`src/rtl/accel_frame_packer.sv`:
```
// accel_frame_packer: steps the accelerometer axis select X/Y/Z, captures
// one 16-bit sample per axis after a dwell, then streams the three samples
// as a byte frame (A5, SEQ, XL, XH, YL, YH, ZL, ZH[, CHK]) over valid/ready.
// Optional feature macro: FRAME_CHECKSUM_EN appends an XOR checksum byte.
module accel_frame_packer #(
    parameter int DWELL_CYCLES = 4096,
    parameter int DWELL_W      = 13
) (
    input  logic       iSPI_CLK,
    input  logic       iRST,
    input  logic [7:0] iDATA_L,
    input  logic [7:0] iDATA_H,
    output logic [1:0] oDIMENSION,
    output logic [7:0] oTX_DATA,
    output logic       oTX_VALID,
    input  logic       iTX_READY,
    output logic [7:0] oSEQ
);

    typedef enum logic {
        ST_DWELL = 1'b0,
        ST_SEND  = 1'b1
    } state_t;

`ifdef FRAME_CHECKSUM_EN
    localparam logic [3:0] LAST = 4'd8;
`else
    localparam logic [3:0] LAST = 4'd7;
`endif

    localparam logic [DWELL_W-1:0] CNT_LAST = DWELL_W'(DWELL_CYCLES - 1);

    state_t             state_q, state_d;
    logic [DWELL_W-1:0] cnt_q, cnt_d;
    logic [1:0]         dim_q, dim_d;
    logic [3:0]         idx_q, idx_d;
    logic [7:0]         data_q, data_d;
    logic               valid_q, valid_d;
    logic [7:0]         seq_q, seq_d;
    logic [15:0]        smp_x_q, smp_x_d;
    logic [15:0]        smp_y_q, smp_y_d;
    logic [15:0]        smp_z_q, smp_z_d;

    logic [3:0]         idx_nxt;
    logic [7:0]         nxt_byte;
    logic               xfer;

    assign idx_nxt = idx_q + 4'd1;
    assign xfer    = valid_q & iTX_READY;

    // Byte that follows the one currently presented, from frozen samples.
    always_comb begin
        nxt_byte = 8'h00;
        case (idx_nxt)
            4'd1:    nxt_byte = seq_q;
            4'd2:    nxt_byte = smp_x_q[7:0];
            4'd3:    nxt_byte = smp_x_q[15:8];
            4'd4:    nxt_byte = smp_y_q[7:0];
            4'd5:    nxt_byte = smp_y_q[15:8];
            4'd6:    nxt_byte = smp_z_q[7:0];
            4'd7:    nxt_byte = smp_z_q[15:8];
`ifdef FRAME_CHECKSUM_EN
            4'd8:    nxt_byte = seq_q
                              ^ smp_x_q[7:0] ^ smp_x_q[15:8]
                              ^ smp_y_q[7:0] ^ smp_y_q[15:8]
                              ^ smp_z_q[7:0] ^ smp_z_q[15:8];
`endif
            default: nxt_byte = 8'h00;
        endcase
    end

    // Next-state logic for dwell/capture sequencing and frame emission.
    always_comb begin
        state_d = state_q;
        cnt_d   = cnt_q;
        dim_d   = dim_q;
        idx_d   = idx_q;
        data_d  = data_q;
        valid_d = valid_q;
        seq_d   = seq_q;
        smp_x_d = smp_x_q;
        smp_y_d = smp_y_q;
        smp_z_d = smp_z_q;
        case (state_q)
            ST_DWELL: begin
                cnt_d = cnt_q + 1'b1;
                if (cnt_q == CNT_LAST) begin
                    cnt_d = '0;
                    case (dim_q)
                        2'd0:    smp_x_d = {iDATA_H, iDATA_L};
                        2'd1:    smp_y_d = {iDATA_H, iDATA_L};
                        default: smp_z_d = {iDATA_H, iDATA_L};
                    endcase
                    if (dim_q != 2'd2) begin
                        dim_d = dim_q + 2'd1;
                    end else begin
                        state_d = ST_SEND;
                        valid_d = 1'b1;
                        data_d  = 8'hA5;
                        idx_d   = 4'd0;
                    end
                end
            end
            ST_SEND: begin
                if (xfer) begin
                    if (idx_q == LAST) begin
                        valid_d = 1'b0;
                        seq_d   = seq_q + 8'd1;
                        dim_d   = 2'd0;
                        cnt_d   = '0;
                        state_d = ST_DWELL;
                    end else begin
                        idx_d  = idx_nxt;
                        data_d = nxt_byte;
                    end
                end
            end
            default: state_d = ST_DWELL;
        endcase
    end

    // State registers with synchronous active-high reset.
    always_ff @(posedge iSPI_CLK) begin
        if (iRST) begin
            state_q <= ST_DWELL;
            cnt_q   <= '0;
            dim_q   <= 2'd0;
            idx_q   <= 4'd0;
            data_q  <= 8'h00;
            valid_q <= 1'b0;
            seq_q   <= 8'h00;
            smp_x_q <= 16'h0000;
            smp_y_q <= 16'h0000;
            smp_z_q <= 16'h0000;
        end else begin
            state_q <= state_d;
            cnt_q   <= cnt_d;
            dim_q   <= dim_d;
            idx_q   <= idx_d;
            data_q  <= data_d;
            valid_q <= valid_d;
            seq_q   <= seq_d;
            smp_x_q <= smp_x_d;
            smp_y_q <= smp_y_d;
            smp_z_q <= smp_z_d;
        end
    end

    assign oDIMENSION = dim_q;
    assign oTX_DATA   = data_q;
    assign oTX_VALID  = valid_q;
    assign oSEQ       = seq_q;

endmodule

```
`config.mk`:
```
export PLATFORM = sky130hd
export DESIGN_NAME = accel_frame_packer
export DESIGN_NICKNAME = d
export VERILOG_FILES = /design/src/rtl/accel_frame_packer.sv
export SDC_FILE = /design/constraint.sdc
export NUM_CORES = 1
export LEC_CHECK = 0
export BUFFER_PORTS_ARGS = -buffer_cell sky130_fd_sc_hd__buf_2
export CORE_ASPECT_RATIO = 0.6
export CORE_MARGIN = 2
export CORE_UTILIZATION = 55
export CTS_BUF_LIST = sky130_fd_sc_hd__clkbuf_4 sky130_fd_sc_hd__clkbuf_8 sky130_fd_sc_hd__clkbuf_16
export CTS_CLUSTER_SIZE = 28
export DETAILED_ROUTE_END_ITERATION = 16
export PLACE_DENSITY = 0.75
export SLEW_MARGIN = 25
export SYNTH_ARGS = -nofsm -noshare
export SYNTH_HDL_FRONTEND = slang
export SYNTH_SLANG_ARGS = --single-unit
```
`constraint.sdc`:
```
create_clock -name iSPI_CLK -period 2.8 [get_ports iSPI_CLK]
set_input_delay 0.56 -clock iSPI_CLK [delete_from_list [all_inputs] [get_ports iSPI_CLK]]
set_output_delay 0.56 -clock iSPI_CLK [all_outputs]
set_load 0.01 [all_outputs]
```
==> results.yml <==
run_status:
  status: "completed"
pwr:
  internal_power_mw: 1.88
  pwr-share-clk_pct: 46.3
  p_per_area_nw_per_um2: 508
  p_switching_uw: 494
  leakage_nw: 1.62
  switching_share_pct: 20.8
  vdd.ir_drop.worst_mv: 0.382
  p_seq_share_pct: 51.3
  combPwrFrac_pct: 2.4
clock_network:
  cts-root-buf: "clkbuf_16"
  clk_path_buf_depth: 2
  cts_sinks: 85
  cts_tree: "yes"
  cts_made_buffers: 9
  htree_levels: 3
  clk_latency_ns: 0.34
  path_clk_slew_ns: 0.06
worst_setup_path:
  crit_type: "reg -> reg"
  startpoint_type: "flip-flop"
  ff2ff_setup_slack_ns: 0.23
  ff2ff_path_depth: 7
  worst-path-max-fanout: 16
  rr_startpoint: "cnt_q[0]$_SDFFE_PP0P_"
  r2r_end: "smp_x_q[13]$_SDFFE_PP0P_"
  cp-end-kind: "flip-flop"
  required_ns: 3.00
  arrival_ns: 2.77
run:
  drv_cap: 0
global_route:
  grt_use_total_pct: 28.1
  grt_max_degree: 48
  grt_pass1_wl_um: 17800
  grt_pass1_vias: 3625
  overflow: 0
  antenna_found_initial: 0
floorplan:
  die-height_um: 71
  initial_core_util_pct: 56.6
  rows: 24
  core-area_um2: 7270
  die_area_um2: 8210
  fp.dieW_um: 116
  ioPinCount: 38
sta:
  clock_skew_ns: 0.00523
  fin_ws_ns: 0.232
  setup_viol: 0
  fin_crit_ns: 2.57
  drv_slew: 0
  setup-tns-final_ns: 0
  tightestPinTransition_ns: 0.791
  relSlewSlack_pct: 47.3
  rsz0062_at_grt: "false"
  hold_viol_final: 0
  period_share_pct: 91.7
  fmax_ghz: 0.389
route:
  first_pass_iters: 5
  ant_nets: 0
  via_per_inst: 6.02
  drt_iter0_markers: 429
  num_vias: 3882
  wl_per_cell_um: 17.0
  routed_wl_um: 11000
  drc: 0
placement:
  post-dp-hpwl_um: 7860
  gp_congestion: 0.958
  dpl_cell_area_um2: 4390
  dp.cells: 630
  io_buffer_count: 37
  pre_cts_ws_ns: 0.267
yosys:
  yosysWarnings: 0
  ys_ff_latch: 85
  syn_inst: 502
  ys.flop_type: "dfxtp_1"
  synth_seq_area_share_pct: 41.3
  avgSynthCellArea_um2: 8.20
  syn-num-nets: 531
  yosysUniqueCellTypes: 54
  syn_area_um2: 4120
  synth_edf_count: 0
  postSynth.asyncResetShare_pct: 0
hold_path:
  hold_depth: 2
  hp-class: "in -> reg"
  hold_end: "smp_z_q[5]$_SDFFE_PP0P_"
  min_from: "iRST"
layout:
  final-seq-area_um2: 1700
  fill_cells: 642
  area_growth_pct: 13.4
  drive_gt1_share_pct: 18.1
  diodes: 0
  nNetsFinal: 566
  multi_input_area_um2: 2220
  fin_area_um2: 4670
  instances_no_fill: 645
## kinds of logic (layout without fill, tap and decap cells)
| kind of cell | Yosys count | after routing | share of synthesized area, % |
|---|---|---|---|
| fa+ha+maj | 10 | 10 | 3.04 |
| xor+xnor | 7 | 7 | 1.49 |
| mux | 8 | 8 | 1.95 |
| simple gates | 214 | 214 | 23.7 |
| buf+inv | 38 | 77 | 4.74 |
| compound gates | 140 | 140 | 23.7 |
| flops | 85 | 85 | 41.3 |
## critical path, cell delays in order (launching register included)
cell	delay, ns
dfxtp_1	0.39
ha_1	0.22
nand3_2	0.17
or3_4	0.47
nor4_4	0.41
nand2_1	0.46
nand2_1	0.23
a21oi_2	0.06
## worst max path at each step
stage,start,to,cells after the start
after global routing,cnt_q[0]$_SDFFE_PP0P_,oTX_DATA[6]$_SDFFE_PP0P_,7
after floorplan,cnt_q[0]$_SDFFE_PP0P_,smp_x_q[10]$_SDFFE_PP0P_,8
after detailed placement,idx_q[0]$_SDFFE_PP0P_,oTX_DATA[6]$_SDFFE_PP0P_,8
after global placement,cnt_q[0]$_SDFFE_PP0P_,smp_y_q[8]$_SDFFE_PP0P_,7
final,cnt_q[0]$_SDFFE_PP0P_,smp_x_q[13]$_SDFFE_PP0P_,7
after CTS,idx_q[0]$_SDFFE_PP0P_,oTX_DATA[6]$_SDFFE_PP0P_,8
## placed cells by master (no fill, tap or decap), types with 5 or more instances in the layout
master,instances
o21ai_0,16
ha_1,9
buf_2,37
nand2b_1,5
a32o_1,5
a31oi_1,6
a21oi_1,46
nor3_1,5
buf_4,16
a21oi_2,20
a222oi_1,10
nor2_1,32
clkbuf_16,9
and2_1,6
mux2i_1,8
o22ai_1,5
dfxtp_1,85
a311oi_1,8
inv_1,9
and3_1,6
nand3_1,11
nand2_1,124
## state kept, by name (all words and copies together) (netlist names)
| signal | cells |
|---|---|
| oTX_DATA | 8 |
| smp_x_q | 16 |
| oDIMENSION | 2 |
| idx_q | 4 |
| cnt_q | 13 |
| oTX_VALID | 1 |
| oSEQ | 8 |
| smp_y_q | 16 |
| smp_z_q | 16 |
| state_q | 1 |
## power by group through the flow
stage               Sequential, mW  Combinational, mW  Clock [mW]
detailed placement            1.24             0.0563           0
floorplan                     1.24             0.0274           0
global placement              1.24             0.0546           0
global route                  1.22             0.0619        1.16
finish                        1.22             0.0568        1.10
CTS                           1.22             0.0559        1.11
## per-layer routing
metal	part of all wire, %	track usage (%)	vias up
met2	42	40.5	178
met4	1.1	8.47	0
met5	0	0	-
met1	48	41.5	1833
met3	8.5	6.94	15
li1	-	-	1856
## Yosys cell counts (8+ instances only)
master | n | area share, %
a222oi_1 | 10 | 2.4
mux2i_1 | 8 | 1.9
a21oi_2 | 20 | 4.3
dfxtp_1 | 85 | 41
o21ai_0 | 16 | 1.9
nor2_1 | 32 | 2.9
nand2_1 | 125 | 11
nand3_1 | 11 | 1.3
a21oi_1 | 46 | 5.6
ha_1 | 10 | 3.0
a311oi_1 | 8 | 1.7
clkbuf_1 | 19 | 1.7
inv_1 | 9 | 0.82
## final cells by class
type | count | area share (%)
well taps | 104 | 2.79
flip-flops and latches | 85 | 36.5
inverters | 9 | 0.724
multi-input cells | 379 | 47.7
clock buffers | 13 | 5.60
clock inverters | 2 | 0.215
repair buffers | 53 | 6.54
## repair_timing
action,CTS,global route
hold endpoints to repair,0,0
endpoints found under the setup margin,0,2
hold buffers,0,0
resized for setup,0,2
setup buffers,0,0
## metrics by stage
stage                     hold slack, ns  util, %  power (mW)
final                              0.450     64.2        2.37
after global routing               0.460     64.2        2.44
after CTS                          0.441     64.1        2.38
after detailed placement           0.446     60.4        1.30
after global placement             0.438     60.4        1.30
after floorplan                    0.431        -        1.27
Note: power is estimated with default switching activity, not from simulation.
